### src/rtl/mem_arbiter_rr_if.sv
// Bus bundle for mem_arbiter_rr: upstream requester lanes plus the shared downstream port.
// The slave modport is the arbiter side; the master modport drives requesters and memory.
interface mem_arbiter_rr_if #(
  parameter int unsigned NUM_PORTS  = 2,
  parameter int unsigned DATA_WIDTH = 256,
  parameter int unsigned ADDR_WIDTH = 32
);
  logic [NUM_PORTS-1:0]            req_read;
  logic [NUM_PORTS-1:0]            req_write;
  logic [NUM_PORTS*ADDR_WIDTH-1:0] req_address;
  logic [NUM_PORTS*DATA_WIDTH-1:0] req_wdata;
  logic [DATA_WIDTH-1:0]           req_rdata;
  logic [NUM_PORTS-1:0]            req_resp;

  logic                            mem_read;
  logic                            mem_write;
  logic [ADDR_WIDTH-1:0]           mem_address;
  logic [DATA_WIDTH-1:0]           mem_wdata;
  logic [DATA_WIDTH-1:0]           mem_rdata;
  logic                            mem_resp;

  modport slave (
    input  req_read, req_write, req_address, req_wdata, mem_rdata, mem_resp,
    output req_rdata, req_resp, mem_read, mem_write, mem_address, mem_wdata
  );

  modport master (
    output req_read, req_write, req_address, req_wdata, mem_rdata, mem_resp,
    input  req_rdata, req_resp, mem_read, mem_write, mem_address, mem_wdata
  );
endinterface

### src/rtl/mem_arbiter_rr.sv
// N-port round-robin / fixed-priority arbiter onto one downstream memory port.
// Latches the winning request, holds it until mem_resp and routes the completion back.
module mem_arbiter_rr #(
  parameter int unsigned NUM_PORTS  = 2,
  parameter int unsigned DATA_WIDTH = 256,
  parameter int unsigned ADDR_WIDTH = 32,
  parameter int unsigned RR_MODE    = 1,
  localparam int unsigned IdxW      = (NUM_PORTS > 1) ? $clog2(NUM_PORTS) : 1
) (
  input  logic                  clk,
  input  logic                  reset,
  mem_arbiter_rr_if.slave       bus,
  output logic [IdxW-1:0]       grant_idx,
  output logic [31:0]           conflict_count
);

  typedef enum logic [0:0] {StIdle, StBusy} state_e;

  state_e                state_q, state_d;
  logic                  mem_read_q, mem_read_d;
  logic                  mem_write_q, mem_write_d;
  logic [ADDR_WIDTH-1:0] mem_address_q, mem_address_d;
  logic [DATA_WIDTH-1:0] mem_wdata_q, mem_wdata_d;
  logic [IdxW-1:0]       grant_idx_q, grant_idx_d;
  logic [IdxW-1:0]       rr_ptr_q, rr_ptr_d;
  logic [31:0]           conflict_count_q, conflict_count_d;

  logic [NUM_PORTS-1:0]  pending;
  logic                  any_pending;
  logic                  multi_pending;
  logic [IdxW-1:0]       winner;

  assign pending       = bus.req_read | bus.req_write;
  assign any_pending   = |pending;
  // Clearing the lowest set bit leaves something only if two or more ports are pending.
  assign multi_pending = |(pending & (pending - NUM_PORTS'(1)));

  // Scan upward from the base index with wrap; base is 0 in fixed-priority mode.
  always_comb begin
    int unsigned base;
    int unsigned idx;
    logic        found;
    winner = '0;
    found  = 1'b0;
    base   = (RR_MODE != 0) ? 32'(rr_ptr_q) : 32'd0;
    idx    = 32'd0;
    for (int unsigned off = 0; off < NUM_PORTS; off++) begin
      idx = (base + off) % NUM_PORTS;
      if (!found && pending[idx[IdxW-1:0]]) begin
        winner = idx[IdxW-1:0];
        found  = 1'b1;
      end
    end
  end

  always_comb begin
    state_d          = state_q;
    mem_read_d       = mem_read_q;
    mem_write_d      = mem_write_q;
    mem_address_d    = mem_address_q;
    mem_wdata_d      = mem_wdata_q;
    grant_idx_d      = grant_idx_q;
    rr_ptr_d         = rr_ptr_q;
    conflict_count_d = conflict_count_q;

    unique case (state_q)
      StIdle: begin
        if (any_pending) begin
          state_d       = StBusy;
          grant_idx_d   = winner;
          // A port raising both read and write is served as a write.
          mem_write_d   = bus.req_write[winner];
          mem_read_d    = bus.req_read[winner] & ~bus.req_write[winner];
          mem_address_d = bus.req_address[32'(winner) * ADDR_WIDTH +: ADDR_WIDTH];
          mem_wdata_d   = bus.req_wdata[32'(winner) * DATA_WIDTH +: DATA_WIDTH];
          if (multi_pending && (conflict_count_q != 32'hFFFF_FFFF)) begin
            conflict_count_d = conflict_count_q + 32'd1;
          end
        end
      end
      StBusy: begin
        if (bus.mem_resp) begin
          state_d     = StIdle;
          mem_read_d  = 1'b0;
          mem_write_d = 1'b0;
          rr_ptr_d    = (grant_idx_q == IdxW'(NUM_PORTS - 1)) ? '0 : grant_idx_q + IdxW'(1);
        end
      end
    endcase
  end

  always_ff @(posedge clk) begin
    if (reset) begin
      state_q          <= StIdle;
      mem_read_q       <= 1'b0;
      mem_write_q      <= 1'b0;
      mem_address_q    <= '0;
      mem_wdata_q      <= '0;
      grant_idx_q      <= '0;
      rr_ptr_q         <= '0;
      conflict_count_q <= '0;
    end else begin
      state_q          <= state_d;
      mem_read_q       <= mem_read_d;
      mem_write_q      <= mem_write_d;
      mem_address_q    <= mem_address_d;
      mem_wdata_q      <= mem_wdata_d;
      grant_idx_q      <= grant_idx_d;
      rr_ptr_q         <= rr_ptr_d;
      conflict_count_q <= conflict_count_d;
    end
  end

  // Completion is forwarded combinationally, and only to the port holding the grant.
  always_comb begin
    bus.req_resp  = '0;
    bus.req_rdata = '0;
    if ((state_q == StBusy) && bus.mem_resp) begin
      bus.req_resp[grant_idx_q] = 1'b1;
      bus.req_rdata             = bus.mem_rdata;
    end
  end

  assign bus.mem_read    = mem_read_q;
  assign bus.mem_write   = mem_write_q;
  assign bus.mem_address = mem_address_q;
  assign bus.mem_wdata   = mem_wdata_q;
  assign grant_idx       = grant_idx_q;
  assign conflict_count  = conflict_count_q;

endmodule
### src/flat_wrapper.sv
// flat-port wrapper written by rule: the top's interface ports become plain ports
module mem_arbiter_rr_flat 
#(
  parameter int unsigned NUM_PORTS  = 2,
  parameter int unsigned DATA_WIDTH = 256,
  parameter int unsigned ADDR_WIDTH = 32,
  parameter int unsigned RR_MODE    = 1,
  localparam int unsigned IdxW      = (NUM_PORTS > 1) ? $clog2(NUM_PORTS) : 1
)
  (clk, reset, grant_idx, conflict_count, bus_req_read, bus_req_write, bus_req_address, bus_req_wdata, bus_mem_rdata, bus_mem_resp, bus_req_rdata, bus_req_resp, bus_mem_read, bus_mem_write, bus_mem_address, bus_mem_wdata);
  mem_arbiter_rr_if #(.NUM_PORTS(NUM_PORTS), .DATA_WIDTH(DATA_WIDTH), .ADDR_WIDTH(ADDR_WIDTH)) bus_i ();
  input  logic clk;
  input  logic reset;
  output logic [IdxW-1:0] grant_idx;
  output logic [31:0] conflict_count;
  input wire logic [$bits(bus_i.req_read)-1:0] bus_req_read;
  input wire logic [$bits(bus_i.req_write)-1:0] bus_req_write;
  input wire logic [$bits(bus_i.req_address)-1:0] bus_req_address;
  input wire logic [$bits(bus_i.req_wdata)-1:0] bus_req_wdata;
  input wire logic [$bits(bus_i.mem_rdata)-1:0] bus_mem_rdata;
  input wire logic [$bits(bus_i.mem_resp)-1:0] bus_mem_resp;
  output wire logic [$bits(bus_i.req_rdata)-1:0] bus_req_rdata;
  output wire logic [$bits(bus_i.req_resp)-1:0] bus_req_resp;
  output wire logic [$bits(bus_i.mem_read)-1:0] bus_mem_read;
  output wire logic [$bits(bus_i.mem_write)-1:0] bus_mem_write;
  output wire logic [$bits(bus_i.mem_address)-1:0] bus_mem_address;
  output wire logic [$bits(bus_i.mem_wdata)-1:0] bus_mem_wdata;
  assign bus_i.req_read = bus_req_read;
  assign bus_i.req_write = bus_req_write;
  assign bus_i.req_address = bus_req_address;
  assign bus_i.req_wdata = bus_req_wdata;
  assign bus_i.mem_rdata = bus_mem_rdata;
  assign bus_i.mem_resp = bus_mem_resp;
  assign bus_req_rdata = bus_i.req_rdata;
  assign bus_req_resp = bus_i.req_resp;
  assign bus_mem_read = bus_i.mem_read;
  assign bus_mem_write = bus_i.mem_write;
  assign bus_mem_address = bus_i.mem_address;
  assign bus_mem_wdata = bus_i.mem_wdata;
  mem_arbiter_rr #(.NUM_PORTS(NUM_PORTS), .DATA_WIDTH(DATA_WIDTH), .ADDR_WIDTH(ADDR_WIDTH), .RR_MODE(RR_MODE)) u_core (.clk(clk), .reset(reset), .bus(bus_i), .grant_idx(grant_idx), .conflict_count(conflict_count));
endmodule
### config.mk
export PLATFORM = sky130hd
export DESIGN_NAME = mem_arbiter_rr_flat
export DESIGN_NICKNAME = d
export VERILOG_FILES = /design/src/rtl/mem_arbiter_rr_if.sv /design/src/rtl/mem_arbiter_rr.sv /design/src/flat_wrapper.sv
export SDC_FILE = /design/constraint.sdc
export NUM_CORES = 1
export LEC_CHECK = 0
export CAP_MARGIN = 20
export CORE_AREA = 2 2 553 555
export CTS_BUF_LIST = sky130_fd_sc_hd__clkbuf_8
export CTS_CLUSTER_SIZE = 12
export DETAILED_ROUTE_END_ITERATION = 10
export DIE_AREA = 0 0 555 557
export PLACE_DENSITY = 0.3
export SYNTH_ARGS = -nofsm -noshare
export SYNTH_HDL_FRONTEND = slang
export SYNTH_SLANG_ARGS = --single-unit
### constraint.sdc
create_clock -name clk -period 5.19 [get_ports clk]
set_input_delay 1.2975 -clock clk [delete_from_list [all_inputs] [get_ports clk]]
set_output_delay 1.2975 -clock clk [all_outputs]
set_load 0.01 [all_outputs]
==> flow_summary.json, run 1 <==
{
  "synthesis.area_mm2": 0.01594,
  "tritoncts": "done",
  "max-slew-margin-rel_pct": 35.06,
  "setup_tns_ns": 0,
  "status": "complete, no violations",
  "io_pins": 1420,
  "finalHoldViolCount": 0,
  "clock_path_buffers": 4,
  "first_pass_iters": 5,
  "startpoint_type": "primary input",
  "clk_latency_ns": 0.90,
  "antenna_found_initial": 250,
  "p_int_w": 0.006001,
  "critPathMaxFanout": 112,
  "critPathArrivalTime_ns": 3.17,
  "period_needed_ns": 4.471,
  "synth_cell_types": 35,
  "yosys.area.top_type": "dfxtp_1",
  "fillers": 35016,
  "grt_start_max_net_pins": 122,
  "layout_commonest_cell": "clkdlybuf4s50_1",
  "setup_slack_ns": 0.7192,
  "yosys_warnings": 0,
  "placementRows": 203,
  "synth_top_cell_area_share_pct": 40.82,
  "die_area_mm2": 0.3091,
  "num_vias": 23510,
  "synthCells": 2161,
  "startpoint": "bus_mem_resp",
  "p_sw_w": 0.003419,
  "syn_avg_cell_area_um2": 7.376,
  "grt-ovfl-total": 0,
  "swShare_pct": 36.30,
  "synth_area_leaders": "dfxtp_1 41%, a311oi_1 16%, nand2_1 14%",
  "worst_ir_drop_vdd_mv": 0.1946,
  "grt_first_pass_wirelength_um": 294900,
  "drt_iter0_markers": 1621,
  "cts_made_buffers": 84,
  "drcViolationCount": 0,
  "htreeDepth": 3,
  "cts_root_buf": "clkbuf_8",
  "rsz0062_at_grt": "no",
  "max_cap_violations": 0,
  "cts_hold_buffers": 0,
  "finalSetupViolCount": 0,
  "report.final.slew_viol_count": 0,
  "ys_seq_area_share_pct": 40.82,
  "power_frac_clock_pct": 37.3,
  "post-place-ws_ns": 0.6437,
  "drtAntennaViolNets": 0,
  "layout_common_cells": "1,385 x clkdlybuf4s50_1, 597 x nand2_1, 324 x dfxtp_1",
  "timing.rr.start": "u_core.conflict_count[3]$_SDFFE_PP0P_",
  "critPathRequiredTime_ns": 3.89,
  "drt_wl_total_um": 242700,
  "pwr_density_cell_mw_per_mm2": 256.8,
  "synthArstFlopShare_pct": 0,
  "seq_area_mm2": 0.006510,
  "cp-end-kind": "primary output",
  "die_h_um": 557,
  "ys_ff_latch": 325,
  "fmax_mhz": 223.7,
  "p_leak_nw": 13.35,
  "dp.final_hpwl_um": 211300,
  "drive_above_1_share_pct": 5.887,
  "syn-num-nets": 3001,
  "path_class": "primary input to primary output",
  "core_area_mm2": 0.3040,
  "p_comb_share_pct": 31.9,
  "cts_resized": 0,
  "tightest_slew_ns": 0.9661,
  "post_cts_buffers": 0,
  "clkSinkCount": 325,
  "synth-edff-count": 0,
  "worstHoldPathType": "flop to flop",
  "avgRoutedWirePerCell_um": 31.91,
  "routed_via_density": 3.091,
  "die_x_um": 555,
  "worstHoldStart": "u_core.bus.mem_address[30]$_SDFFE_PP0P_",
  "ys.flop_type": "dfxtp_1",
  "grt_pass1_vias": 23327,
  "clk_pin_slew_ns": 0.05,
  "seq_power_share_pct": 30.8,
  "synthToLayoutAreaGrowth_pct": 130.2,
  "io_buffers": 1419,
  "fin_nets": 4323,
  "multi_input_area_mm2": 0.008588,
  "period_share_pct": 86.14,
  "finalWeightedCongestion": 0.9377,
  "start_util_pct": 5.243,
  "skew_ns": 0.08096,
  "grt.total_usage_pct": 15.09
}
## power by group through the flow
stage | clock [W] | sequential [W] | combinational [W]
after floorplan | 0 | 0.00300 | 0.000750
after global placement | 0 | 0.00296 | 0.00307
after detailed placement | 0 | 0.00297 | 0.00306
after CTS | 0.00376 | 0.00292 | 0.00308
after global routing | 0.00380 | 0.00293 | 0.00322
final | 0.00351 | 0.00290 | 0.00301
## cell type report
type / count / share of cell area (%)
Antenna cell: 76 / 0.5184
Clock buffer: 99 / 3.714
Clock inverter: 37 / 0.7163
Inverter: 2 / 0.02046
Multi-Input combinational cell: 1605 / 23.41
Sequential cell: 325 / 17.75
Tap cell: 3997 / 13.63
Timing Repair Buffer: 1465 / 40.24
## through the flow
stage	area, µm²	power, W	util, %	cells	hold WS [ns]
2_1_floorplan	15940	0.003752	-	2161	0.5005
3_3_place_gp	34840	0.006029	11.46	7393	0.4786
3_5_place_dp	34840	0.006027	11.46	7393	0.4906
4_1_cts	36470	0.009753	11.99	7529	0.4981
5_1_grt	36520	0.009943	12.01	7539	0.5142
6_report	36680	0.009421	12.07	7606	0.4925
## routing by layer
metal,wire length (µm),GRT usage (%)
met5,448,0
met3,26630,6.823
met4,5233,2.786
met1,111100,20.07
met2,99310,22.27
## kinds of logic after synthesis
group	after synthesis	synth area share [%]
AOI/OAI and AO/OA	342	17.87
and+or+nand+nor	1253	35.07
DFF	325	40.82
buffers and inverters	231	5.542
adders and majority gates	1	0.07849
muxes	9	0.6280
## state kept, by name, summed over array words and instances, names as in the netlist
register,count
u_core.state_q,1
u_core.rr_ptr_q,1
u_core.bus.mem_write,1
u_core.bus.mem_read,1
u_core.conflict_count,32
u_core.bus.mem_address,32
u_core.bus.mem_wdata,256
u_core.grant_idx,1
## worst max-delay path, stage by stage
cell and delay (ns):
buf_8 0.41, buf_4 0.52, and3_1 0.26, clkdlybuf4s50_1 0.58
## path summary, 6_finish.rpt
| check | endpoint | slack, ns | cells past startpoint |
|---|---|---|---|
| setup / recovery | bus_req_rdata[254] | 0.72 | 4 |
| hold / removal | u_core.bus.mem_address[30]$_SDFFE_PP0P_ | 0.49 | 2 |
| setup reg to reg | u_core.conflict_count[4]$_SDFFE_PP0P_ | 2.35 | 6 |
| hold reg to reg | u_core.bus.mem_address[30]$_SDFFE_PP0P_ | 0.49 | 2 |
## synth_stat cells, types with 2 or more instances
cell type and count:
mux2_2 8, buf_2 13, nor3_1 7, o22ai_1 2
and2_1 3, buf_1 13, or3_1 10, nand4_1 10
dfxtp_1 325, and4_1 5, nor2b_1 8, nand3_1 13
nand2b_1 4, a311oi_1 288, o31ai_1 14, nor2_1 310
and3_1 260, o21ai_0 9, inv_1 2, or4_1 14
a21oi_1 24, clkbuf_1 203, nand2_1 597, nor4_1 8
(Power assumes the default switching activity.)
==> inputs of run 2 (changes only) <==
--- a/config.mk
+++ b/config.mk
@@ -11,7 +11,7 @@
 export CTS_CLUSTER_SIZE = 12
 export DETAILED_ROUTE_END_ITERATION = 10
 export DIE_AREA = 0 0 555 557
-export PLACE_DENSITY = 0.3
+export PLACE_DENSITY_LB_ADDON = 0.08
 export SYNTH_ARGS = -nofsm -noshare
 export SYNTH_HDL_FRONTEND = slang
 export SYNTH_SLANG_ARGS = --single-unit
==> run 2 against run 1 <==
Via count fell by 3.4%. Die area did not move. Largest power group unchanged. Register-to-register slack improved by 0.02 ns. Non-clock buffer count rose by 17.
==> flow_summary.json, run 2 (synthesized netlist as in run 1, its figures left out) <==
{
  "status": "complete, no violations",
  "synthToLayoutAreaGrowth_pct": 131.4,
  "drtAntennaViolNets": 0,
  "clk_latency_ns": 0.89,
  "die_area_mm2": 0.3091,
  "io_buffers": 1419,
  "routed_via_density": 2.983,
  "max-slew-margin-rel_pct": 31.71,
  "cts_hold_buffers": 0,
  "drt_wl_total_um": 219700,
  "grt-ovfl-total": 0,
  "startpoint_type": "flop",
  "p_comb_share_pct": 31.0,
  "period_share_pct": 88.58,
  "core_area_mm2": 0.3040,
  "htreeDepth": 3,
  "critPathArrivalTime_ns": 3.30,
  "report.final.slew_viol_count": 0,
  "p_int_w": 0.005890,
  "cts_made_buffers": 92,
  "skew_ns": 0.05997,
  "die_x_um": 555,
  "finalSetupViolCount": 0,
  "antenna_found_initial": 236,
  "layout_commonest_cell": "clkdlybuf4s50_1",
  "drcViolationCount": 0,
  "first_pass_iters": 5,
  "worstHoldPathType": "flop to flop",
  "power_frac_clock_pct": 37.1,
  "grt_first_pass_wirelength_um": 274200,
  "drt_iter0_markers": 902,
  "clkSinkCount": 325,
  "placementRows": 203,
  "grt_pass1_vias": 22997,
  "fin_nets": 4348,
  "fmax_mhz": 217.5,
  "tritoncts": "done",
  "grt.total_usage_pct": 13.67,
  "stdcell_count": 7611,
  "holdWs_ns": 0.4900,
  "critPathMaxFanout": 69,
  "num_vias": 22703,
  "drive_above_1_share_pct": 5.504,
  "slowest_stage": "dfxtp_4",
  "clk_pin_slew_ns": 0.05,
  "worst-path-buf-inv": 2,
  "layout_common_cells": "1,413 x clkdlybuf4s50_1, 597 x nand2_1, 324 x dfxtp_1",
  "critical_path.top_delay_family": "buffers and inverters",
  "p_leak_nw": 13.45,
  "seq_power_share_pct": 31.9,
  "setup_tns_ns": 0,
  "crit_path_cell_trace": "buf_12 -> and3_1 -> clkdlybuf4s50_1",
  "cts_resized": 0,
  "tightest_slew_ns": 1.016,
  "post_cts_buffers": 0,
  "path_class": "flop to primary output",
  "largest_reg_flops": 256,
  "die_h_um": 557,
  "cp-end-kind": "primary output",
  "avgRoutedWirePerCell_um": 28.87,
  "swShare_pct": 35.40,
  "period_needed_ns": 4.597,
  "finalInstanceArea_mm2": 0.03688,
  "placed_area_mm2": 0.03515,
  "grt_start_max_net_pins": 118,
  "finalHoldViolCount": 0,
  "critPathMaxStageDelay_ns": 0.87,
  "p_sw_w": 0.003228,
  "io_pins": 1420,
  "cts_root_buf": "clkbuf_8",
  "clock_path_buffers": 4,
  "pwr_density_cell_mw_per_mm2": 247.2,
  "start_util_pct": 5.243,
  "rsz0062_at_grt": "no",
  "worst_ir_drop_vdd_mv": 0.1505,
  "max_cap_violations": 0,
  "finalWeightedCongestion": 0.8777,
  "dp.final_hpwl_um": 186400,
  "placed_cells": 7411,
  "critPathRequiredTime_ns": 3.89
}
-- run 2: cell count changes in the layout (fill, tap and decap cells not counted), moves of 2 or more --
cell	delta
inv_1	+13
inv_8	+2
clkdlybuf4s50_1	+28
buf_12	+7
clkbuf_8	+3
clkinvlp_4	-2
diode_2	-23
bufinv_16	-4
buf_4	-17
-- run 2: through the flow --
stage          utilization [%]  setup slack (ns)  power [W]
2_1_floorplan                -             1.724   0.003752
3_3_place_gp             11.55            0.8165   0.005898
3_5_place_dp             11.56            0.8172   0.005876
4_1_cts                  12.09            0.3978   0.009494
5_1_grt                  12.09            0.4253   0.009712
6_report                 12.13            0.5927   0.009118
-- run 2: layout make-up --
| cell class | count | area, µm² |
|---|---|---|
| Fill cell | 35108 | 267100 |
| Timing Repair Buffer | 1482 | 15040 |
| Multi-Input combinational cell | 1605 | 8594 |
| Sequential cell | 325 | 6510 |
| Tap cell | 3997 | 5001 |
| Clock buffer | 102 | 1404 |
| Clock inverter | 45 | 193.9 |
| Antenna cell | 53 | 132.6 |
| Inverter | 2 | 7.507 |
-- run 2: worst register-to-register path: stages (launching register included) --
cell     delay (ns)
dfxtp_1        0.49
nand4_2        0.19
or3_1          0.42
nor4_2         0.84
buf_4          0.38
nor4_1         0.11
mux2_2         0.28
-- run 2: worst paths after layout --
path / slack, ns / from / cells after the start / end
setup / recovery: 0.59 / u_core.state_q$_SDFF_PP0_ / 3 / bus_req_rdata[144]
hold / removal: 0.49 / u_core.bus.mem_write$_SDFFE_PP0P_ / 2 / u_core.bus.mem_write$_SDFFE_PP0P_
setup reg to reg: 2.37 / u_core.conflict_count[2]$_SDFFE_PP0P_ / 6 / u_core.conflict_count[9]$_SDFFE_PP0P_
hold reg to reg: 0.49 / u_core.bus.mem_write$_SDFFE_PP0P_ / 2 / u_core.bus.mem_write$_SDFFE_PP0P_
-- run 2: power by group through the flow --
stage | Sequential (W) | Clock, W | Combinational [W]
finish | 0.00291 | 0.00338 | 0.00283
global route | 0.00294 | 0.00372 | 0.00306
CTS | 0.00291 | 0.00365 | 0.00293
detailed placement | 0.00296 | 0 | 0.00292
global placement | 0.00296 | 0 | 0.00294
floorplan | 0.00300 | 0 | 0.000750
-- run 2: layer usage --
metal,vias to the layer above,wire [µm],GRT usage (%)
li1,10443,-,-
met1,10492,93350,16.63
met2,1158,98960,22.20
met3,460,22430,6.421
met4,150,3940,1.967
met5,-,1030,0
